**config.mk**
```make
export PLATFORM = sky130hd
export DESIGN_NAME = lane_pack
export DESIGN_NICKNAME = d
export VERILOG_FILES = /design/src/rtl/lane_pack_pkg.sv /design/src/rtl/lane_pack_oreg.sv /design/src/rtl/lane_pack.sv
export SDC_FILE = /design/constraint.sdc
export NUM_CORES = 1
export LEC_CHECK = 0
export BUFFER_PORTS_ARGS = -buffer_cell sky130_fd_sc_hd__buf_2
export CAP_MARGIN = 20
export CELL_PAD_IN_SITES_DETAIL_PLACEMENT = 1
export CELL_PAD_IN_SITES_GLOBAL_PLACEMENT = 1
export CORE_ASPECT_RATIO = 0.75
export CORE_MARGIN = 4
export CORE_UTILIZATION = 35
export DETAILED_ROUTE_END_ITERATION = 10
export PLACE_DENSITY = 0.72
export SKIP_CTS_REPAIR_TIMING = 1
export SLEW_MARGIN = 40
export SYNTH_ARGS = -nofsm -noshare
export SYNTH_HDL_FRONTEND = slang
export SYNTH_SLANG_ARGS = --single-unit
export TNS_END_PERCENT = 100
```
**constraint.sdc**
```tcl
create_clock -name clk -period 1.55 [get_ports clk]
set_input_delay 0.155 -clock clk [delete_from_list [all_inputs] [get_ports clk]]
set_output_delay 0.155 -clock clk [all_outputs]
set_load 0.01 [all_outputs]
```
**src/rtl/lane_pack_pkg.sv**
```systemverilog
// Shared types and defaults for the lane packer.
// Latency: n/a (types and constants only).
// Backpressure: n/a.
package lane_pack_pkg;

    // Lane width is fixed by the downstream N-lane consumer.
    localparam int LANE_W = 28;

    // Default number of lanes per packed vector.
    localparam int LANE_N = 4;

    typedef logic [LANE_W-1:0] lane_t;

endpackage : lane_pack_pkg

```
**src/rtl/lane_pack_oreg.sv**
```systemverilog
// Purpose: one-entry output register holding a packed vector for the consumer.
// Latency: 1 cycle from load to out_valid.
// Backpressure: holds out_data/out_valid stable while out_ready is low; drain and reload may share a cycle.
//
// Ports:
//   clk, rst        rising-edge clock, synchronous active-high reset
//   load            a closing word was accepted; capture load_data this cycle
//   load_data       completed vector (lane 0 = first word)
//   load_mask       lanes holding real data (LANE_PACK_LAST_EN only)
//   out_ready       consumer accepts the held vector
//   out_valid       held vector is valid
//   out_data        held vector
//   out_mask        lane-valid mask of the held vector (LANE_PACK_LAST_EN only)
//
// Optional feature macro: LANE_PACK_LAST_EN (adds load_mask/out_mask).
module lane_pack_oreg
    import lane_pack_pkg::*;
#(
    parameter int N = LANE_N,
    parameter int W = LANE_W
) (
    input  logic                clk,
    input  logic                rst,
    input  logic                load,
    input  logic [N-1:0][W-1:0] load_data,
`ifdef LANE_PACK_LAST_EN
    input  logic [N-1:0]        load_mask,
    output logic [N-1:0]        out_mask,
`endif
    input  logic                out_ready,
    output logic                out_valid,
    output logic [N-1:0][W-1:0] out_data
);

    // A load always wins over a drain: when both happen in the same cycle the
    // old vector leaves and the new one takes its place, so out_valid stays high.
    // out_data is only written on load, which keeps it stable during a stall.
    always_ff @(posedge clk) begin
        if (rst) begin
            out_valid <= 1'b0;
            out_data  <= '0;
`ifdef LANE_PACK_LAST_EN
            out_mask  <= '0;
`endif
        end else if (load) begin
            out_valid <= 1'b1;
            out_data  <= load_data;
`ifdef LANE_PACK_LAST_EN
            out_mask  <= load_mask;
`endif
        end else if (out_ready) begin
            out_valid <= 1'b0;
        end
    end

endmodule : lane_pack_oreg

```
**src/rtl/lane_pack.sv**
```systemverilog
// Purpose: serial-to-parallel packer, N consecutive W-bit words -> one packed [N-1:0][W-1:0] vector.
// Latency: closing word accepted in cycle t -> out_valid in cycle t+1; 1 word/cycle sustained.
// Backpressure: lanes 0..N-2 keep filling while the output is stalled; in_ready drops only on the closing word.
//
// Ports:
//   clk, rst        rising-edge clock, synchronous active-high reset
//   in_valid/in_ready/in_data   input word stream; k-th word of a vector lands in lane k
//   in_last         close the vector early after this word (LANE_PACK_LAST_EN only)
//   out_valid/out_ready/out_data  packed vector stream, lane 0 = first word
//   out_mask        bit k set when lane k holds real data (LANE_PACK_LAST_EN only)
//
// Optional feature macro: LANE_PACK_LAST_EN (in_last / out_mask, early close with zero-filled lanes).
module lane_pack
    import lane_pack_pkg::*;
#(
    parameter int N = LANE_N,
    parameter int W = LANE_W
) (
    input  logic                clk,
    input  logic                rst,
    input  logic                in_valid,
    output logic                in_ready,
    input  logic [W-1:0]        in_data,
`ifdef LANE_PACK_LAST_EN
    input  logic                in_last,
    output logic [N-1:0]        out_mask,
`endif
    output logic                out_valid,
    input  logic                out_ready,
    output logic [N-1:0][W-1:0] out_data
);

    localparam int CW = $clog2(N);
    localparam logic [CW-1:0] CNT_MAX = CW'(N - 1);

    // Vector layout matches the consumer's packed lane port.
    typedef lane_t [N-1:0] vec_t;

    vec_t          acc;
    vec_t          load_vec;
    logic [CW-1:0] cnt;
    logic          closing_word;
    logic          xfer;
    logic          close;
`ifdef LANE_PACK_LAST_EN
    logic [N-1:0]  load_mask;
`endif

    // The word on the bus completes the vector if it fills the last lane or
    // (with early close enabled) carries in_last.
`ifdef LANE_PACK_LAST_EN
    assign closing_word = (cnt == CNT_MAX) || in_last;
`else
    assign closing_word = (cnt == CNT_MAX);
`endif

    // Non-closing words only touch the accumulator, so they are always
    // accepted. A closing word needs the output register free, or being
    // drained this very cycle, hence the combinational path from out_ready.
    assign in_ready = !rst && (!closing_word || !out_valid || out_ready);
    assign xfer     = in_valid && in_ready;
    assign close    = xfer && closing_word;

    // Vector as it will look once the current word is merged in. Lanes above
    // cnt are still zero because acc is cleared on every close and reset.
    always_comb begin
        load_vec      = acc;
        load_vec[cnt] = in_data;
    end

`ifdef LANE_PACK_LAST_EN
    // Lanes 0..cnt hold data at close time: (1 << (cnt+1)) - 1.
    always_comb begin
        load_mask = '0;
        for (int k = 0; k < N; k++) begin
            load_mask[k] = (k <= int'(cnt));
        end
    end
`endif

    always_ff @(posedge clk) begin
        if (rst) begin
            acc <= '0;
            cnt <= '0;
        end else if (xfer) begin
            if (closing_word) begin
                acc <= '0;
                cnt <= '0;
            end else begin
                acc[cnt] <= in_data;
                cnt      <= cnt + CW'(1);
            end
        end
    end

    lane_pack_oreg #(
        .N (N),
        .W (W)
    ) u_oreg (
        .clk       (clk),
        .rst       (rst),
        .load      (close),
        .load_data (load_vec),
`ifdef LANE_PACK_LAST_EN
        .load_mask (load_mask),
        .out_mask  (out_mask),
`endif
        .out_ready (out_ready),
        .out_valid (out_valid),
        .out_data  (out_data)
    );

endmodule : lane_pack

```
# Word level (Yosys, flattened, before mapping)
# Index checks and enable logic that the tools add are counted.
# word_totals
regBits	227
in_bits	32
wordCells	31
output_inout_bits	114
# op_classes
magnitude_cmp	2
add_sub_neg	1
n_eq_ne	1
n_mux	7
n_reduce_logical	10
# ops
op	count
112-bit bitwise mux	1
112-bit two-way mux	1
28-bit demux with 2-bit select	1
28-bit two-way mux	1
1-bit logical AND	4
1-bit logical NOT	3
2-bit by 3-bit less-than comparator with 1-bit output (second input constant)	1
2-bit by 1-bit adder with 2-bit output (second input constant)	1
2-bit equality test (second input constant)	1
2-bit by 1-bit >= comparator with 1-bit output (second input constant)	1
1-bit logical OR	2
1-bit two-way mux	2
2-bit two-way mux	1
2-bit nonzero test	1

# Logic depth before layout (Yosys ltp)
# depth
depth_word	8
ltp_mapped	7
mapped_depth_nobuf	5

# Hierarchy
# From an unflattened synthesis, not the netlist that was laid out.
# hier_totals
cells_unflattened	815
hier_area_um2	9043.7
# by_module_without_submodules
mod	area_per_inst_um2	cells_per_inst	n_inst	seq_area_each_um2
lane_pack	5008.6	449	1	2282.2
lane_pack_oreg	4035.1	366	1	2262.2

# Least setup slack after synthesis
# Ideal clock, no wire load.
# synth_path
path_kind	reg2reg
startpoint	register cnt[0]
endpoint	register acc[10] (netlist bit)
path_stages_with_launch	8
path_buffers	2
arrival_time_ps	1508
path_slack_ps	-17
period_less_slack_ps	1567
t_required_ps	1491
setup_time_ps	59
cell_sequence	dfxtp_1 -> inv_1 -> ha_1 -> buf_2 -> o21a_1 -> a21oi_2 -> buf_2 -> a22o_1
# synth_via
elab_chain_cells	6
elab_cells_between_ends	13
classes_between	2 x order compare; 1 x eq/ne; 4 x mux; 6 x reduce/logical
# synth_lines
element	line	rtl
start: declaration	lane_pack.sv:41	logic [CW-1:0] cnt;
start signal: assignment	lane_pack.sv:91	cnt <= cnt + CW'(1);
2-bit by 3-bit less-than comparator with 1-bit output (implied by the code), or another cell as far along	lane_pack.sv:90	acc[cnt] <= in_data;
1-bit logical AND (implied by the code) / 1-bit logical NOT (equally long branches)	lane_pack.sv:90, lane_pack.sv:60	
28-bit two-way mux (implied by the code) / 1-bit logical OR (equally long branches)	lane_pack.sv:90, lane_pack.sv:60	
28-bit demux with 2-bit select / 1-bit logical OR (equally long branches)	lane_pack.sv:90, lane_pack.sv:60	
112-bit bitwise mux / 1-bit logical AND (equally long branches)	lane_pack.sv:90, lane_pack.sv:60	
112-bit two-way mux / 1-bit logical AND (equally long branches)	lane_pack.sv:86, lane_pack.sv:61	
end signal: indexed assignment	lane_pack.sv:90	
end: declaration	lane_pack.sv:39	vec_t acc;
# Parallel ways exist; a longest one is shown, timed or not.
# A chain may end at the register's enable or synchronous reset.

# Final worst setup path
# layout_path
startpoint	register cnt[0]
endpoint	output port in_ready
# layout_via
elab_chain_cells	5
# layout_lines
element	line	rtl
2-bit equality test	lane_pack.sv:54	assign closing_word = (cnt == CNT_MAX);
1-bit logical NOT	lane_pack.sv:60	assign in_ready = !rst && (!closing_word || !out_valid || out_ready);
1-bit logical OR (2 in a row)	lane_pack.sv:60	
1-bit logical AND	lane_pack.sv:60	
end: declaration	lane_pack.sv:22	output logic in_ready,
# No other way between the ends.

==> results by group <==
Outcome
  • Outcome: complete, but fails checks
  • Violated checks: negative hold slack, negative setup slack

Pwr
  • Switching pwr: around 0.0030 W
  • Share of power burned in registers: 46.3%
  • P_int: 0.00855 W
  • Clk pwr share: 40.1%
  • Pleak: 4.15 nW
  • PwrDens: 1130 nW/um2
  • Switching Fraction: 25.8%
  • Gate power share: 13.6%
  • Worst VDD drop: approximately 740 uV

Cells and area
  • Diode count: 0
  • Nets@finish: 911
  • Layout cell share with drive strength beyond 1: 30.5%
  • P&R area growth vs syn: 26.2%
  • Finished Layout Cells: 1180

Place
  • IO buf count: 145
  • Number of cells after detailed placement: roughly 1100
  • RD Place Congestion: 0.753
  • Post-DP HPWL: about 17 mm

Worst setup path
  • CP max stage delay: between 0.3 and 0.4 ns
  • Critical Path RT: roughly 1.4 ns
  • Path depth of the worst reg2reg path: 5
  • Crit path arrival time: approximately 1.5 ns
  • R2r setup slk: -0.02 ns
  • Crit path kind: reg2out
  • CP Buf/Inv Count: 2
  • Cell chain of the critical path: ha_4 -> buf_12 -> nand3b_4 -> nor2b_1 -> buf_2
  • Crit-path slowest cell: dfxtp_2
  • CP top delay family: flip-flops
  • R2R Path End: u_oreg.out_data[83]$_SDFFE_PP0P_
  • CP Max Fanout: 5
  • Worst r2r src: cnt[0]$_SDFFE_PP0P_
  • Startpoint Class: flop
  • Worst setup EP type: primary output

Yosys
  • Synth Area per Inst: 10.9 um2
  • Post-synth EDFFs: 0
  • Warnings, synthesis: 0
  • Post-synth cell types: 29
  • Cell area after synthesis: 8050 um2
  • Yosys top cell area share: 49.5%
  • Most common library cells after synthesis: dfxtp_1, a211oi_1, a31oi_1, mux2i_1, a22o_1
  • FF+latch count, synth: roughly 200
  • Area leader, netlist: dfxtp_1
  • Count leader, synth: dfxtp_1
  • Syn_nets: roughly 780
  • Post-Syn Instances: 739
  • Part of the Yosys area used for sequential elements: about 50%
  • Synth async-reset ratio: 0%
  • Most common flop cell mapped by yosys: dfxtp_1
  • Synth area leaders: dfxtp_1, mux2i_1, a22o_1, a211oi_1, a31oi_1

Route
  • DR WL/cell: 21.6 um
  • Vias: 6628
  • Detailed Routing Iterations Pass 1: 5
  • Number of vias per cell: 5.62
  • DRC viols: 0
  • Final ANT Viol Nets: 0
  • Starting DRT DRC Count: 429
  • Post-Route WL: roughly 25 mm

Die
  • IO Pins: 146
  • Die ar.: 25500 um2
  • Die W: about 180 um
  • Die height: 139 um
  • Initial core utilization: 36.0%
  • Core ar.: between 20000 and 25000 um2
  • Row count: 47

Clock network
  • H-tree depth: 4
  • CTS tree: yes
  • CTS Sinks: 199
  • TritonCTS Buffers: 17
  • Worst-Skew Late Latency: approximately 0.44 ns
  • Clock buffer depth: 2
  • Clock transition at the registers of the reported paths: 0.07 ns
  • CTS root buf: clkbuf_16

STA
  • Period minus WS final: 1.63 ns
  • Setup TNS: -0.115 ns
  • WHS: -0.00299 ns
  • Final period utilization: 105%
  • Fmax: just over 600 MHz
  • RSZ-0062 raised after global routing: true
  • Setup ws final: -0.0826 ns
  • Final hold violation count: 1
  • Layout Skew: between 0.007 and 0.008 ns
  • Slew @ Worst Pin: 0.403 ns
  • Slew Limit Fails: 0
  • # setup viols final: 6
  • Max-slew headroom: 73.1%

Global routing
  • Vias in the first global route: between 6000 and 7000
  • First-pass GRT wire length: a little under 40 mm
  • Global Route Usage Sum: about a fifth
  • Grt ovf: 0
  • Largest net degree at the start of global routing: 48
  • Number of antenna violations at the first check in global routing: 0

Worst hold path
  • Hold Path Cell Cnt: 2
  • Worst min path class: in2reg
  • Hold Startpoint: in_data[22]
  • Hold Path End: u_oreg.out_data[106]$_SDFFE_PP0P_

Job
  • Max-cap violations: 0
cells in the final DEF (no fill, tap or decap), drive strengths merged:
master / Yosys / routed
and3: 1 / 1
clkinv: 0 / 4
o21a: 3 / 3
dfxtp: 199 / 199
nor2: 2 / 2
a31oi: 84 / 84
a22o: 76 / 76
bufinv: 0 / 3
a211oi: 84 / 84
nand2: 1 / 1
clkinvlp: 0 / 1
o211a: 2 / 2
nand3: 5 / 5
o21ai: 4 / 4
a21oi: 4 / 4
nand3b: 1 / 1
dlygate4sd3: 0 / 3
and2: 3 / 3
inv: 2 / 5
nor3b: 1 / 1
mux2: 29 / 29
nand2b: 5 / 5
buf: 46 / 199
clkbuf: 39 / 19
a32o: 5 / 5
ha: 4 / 4
mux2i: 84 / 84
nor2b: 55 / 55
area by class of cell:
type                            count  area, um2
Tap cell                          294        368
Multi-Input combinational cell    453       3760
Clock inverter                     11        148
Fill cell                        2461      12200
Sequential cell                   199       3990
Timing Repair Buffer              202       1430
Clock buffer                       19        453
Inverter                            2       7.51
worst reg2reg max path: cells and delay by family, from the launching register on:
kind	cells	cell delay [ns]
flip-flops	1	0.34
multiplexers	1	0.30
adder cells (fa/ha/maj)	1	0.29
buffers and inverters	2	0.39
AO/OA/AOI/OAI	1	0.12
flip-flops by register name, summed over array words and instances (netlist names):
signal / count
acc: 84
cnt: 2
u_oreg.out_data: 112
u_oreg.out_valid: 1
kinds of logic (layout without fill, tap and decap cells):
family	after synthesis	after routing	share of synthesized area (%)
flops	199	199	49.5
fa+ha+maj	4	4	0.622
simple gates	74	74	5.77
compound gates	262	262	24.4
buf+inv	87	234	5.02
mux	113	113	14.6
worst max-delay path by stage:
stage,from,endpoint,depth (start not counted)
after global routing,cnt[1]$_SDFFE_PP0P_,in_ready,5
final,cnt[0]$_SDFFE_PP0P_,in_ready,5
after CTS,cnt[0]$_SDFFE_PP0P_,in_ready,5
after global placement,cnt[1]$_SDFFE_PP0P_,u_oreg.out_data[49]$_SDFFE_PP0P_,5
after detailed placement,cnt[1]$_SDFFE_PP0P_,acc[37]$_SDFFE_PP0P_,6
after floorplan,cnt[0]$_SDFFE_PP0P_,acc[10]$_SDFFE_PP0P_,7
power by group through the flow:
stage | sequential (W) | combinational [W] | clock (W)
2_1_floorplan | 0.00544 | 0.000857 | 0
3_3_place_gp | 0.00544 | 0.00147 | 0
3_5_place_dp | 0.00545 | 0.00150 | 0
4_1_cts | 0.00533 | 0.00151 | 0.00471
5_1_grt | 0.00535 | 0.00167 | 0.00493
6_report | 0.00533 | 0.00156 | 0.00462
per-stage QoR:
step	worst slack, ns	total power, W	area (um2)	util (%)
4_1_cts	-0.322	0.0116	10000	44.9
6_report	-0.0826	0.0115	10200	45.4
3_5_place_dp	-0.0587	0.00695	9440	42.2
5_1_grt	-0.147	0.0120	10200	45.4
3_3_place_gp	0.0164	0.00692	9440	42.2
2_1_floorplan	-0.0167	0.00630	8050	-
per-layer routing:
layer	global-route usage [%]	part of all wire, %
met5	0	0
met4	3.92	0.90
met3	4.41	4.8
met2	29.8	45
met1	28.0	49
Note: power is estimated with default switching activity, not from simulation.
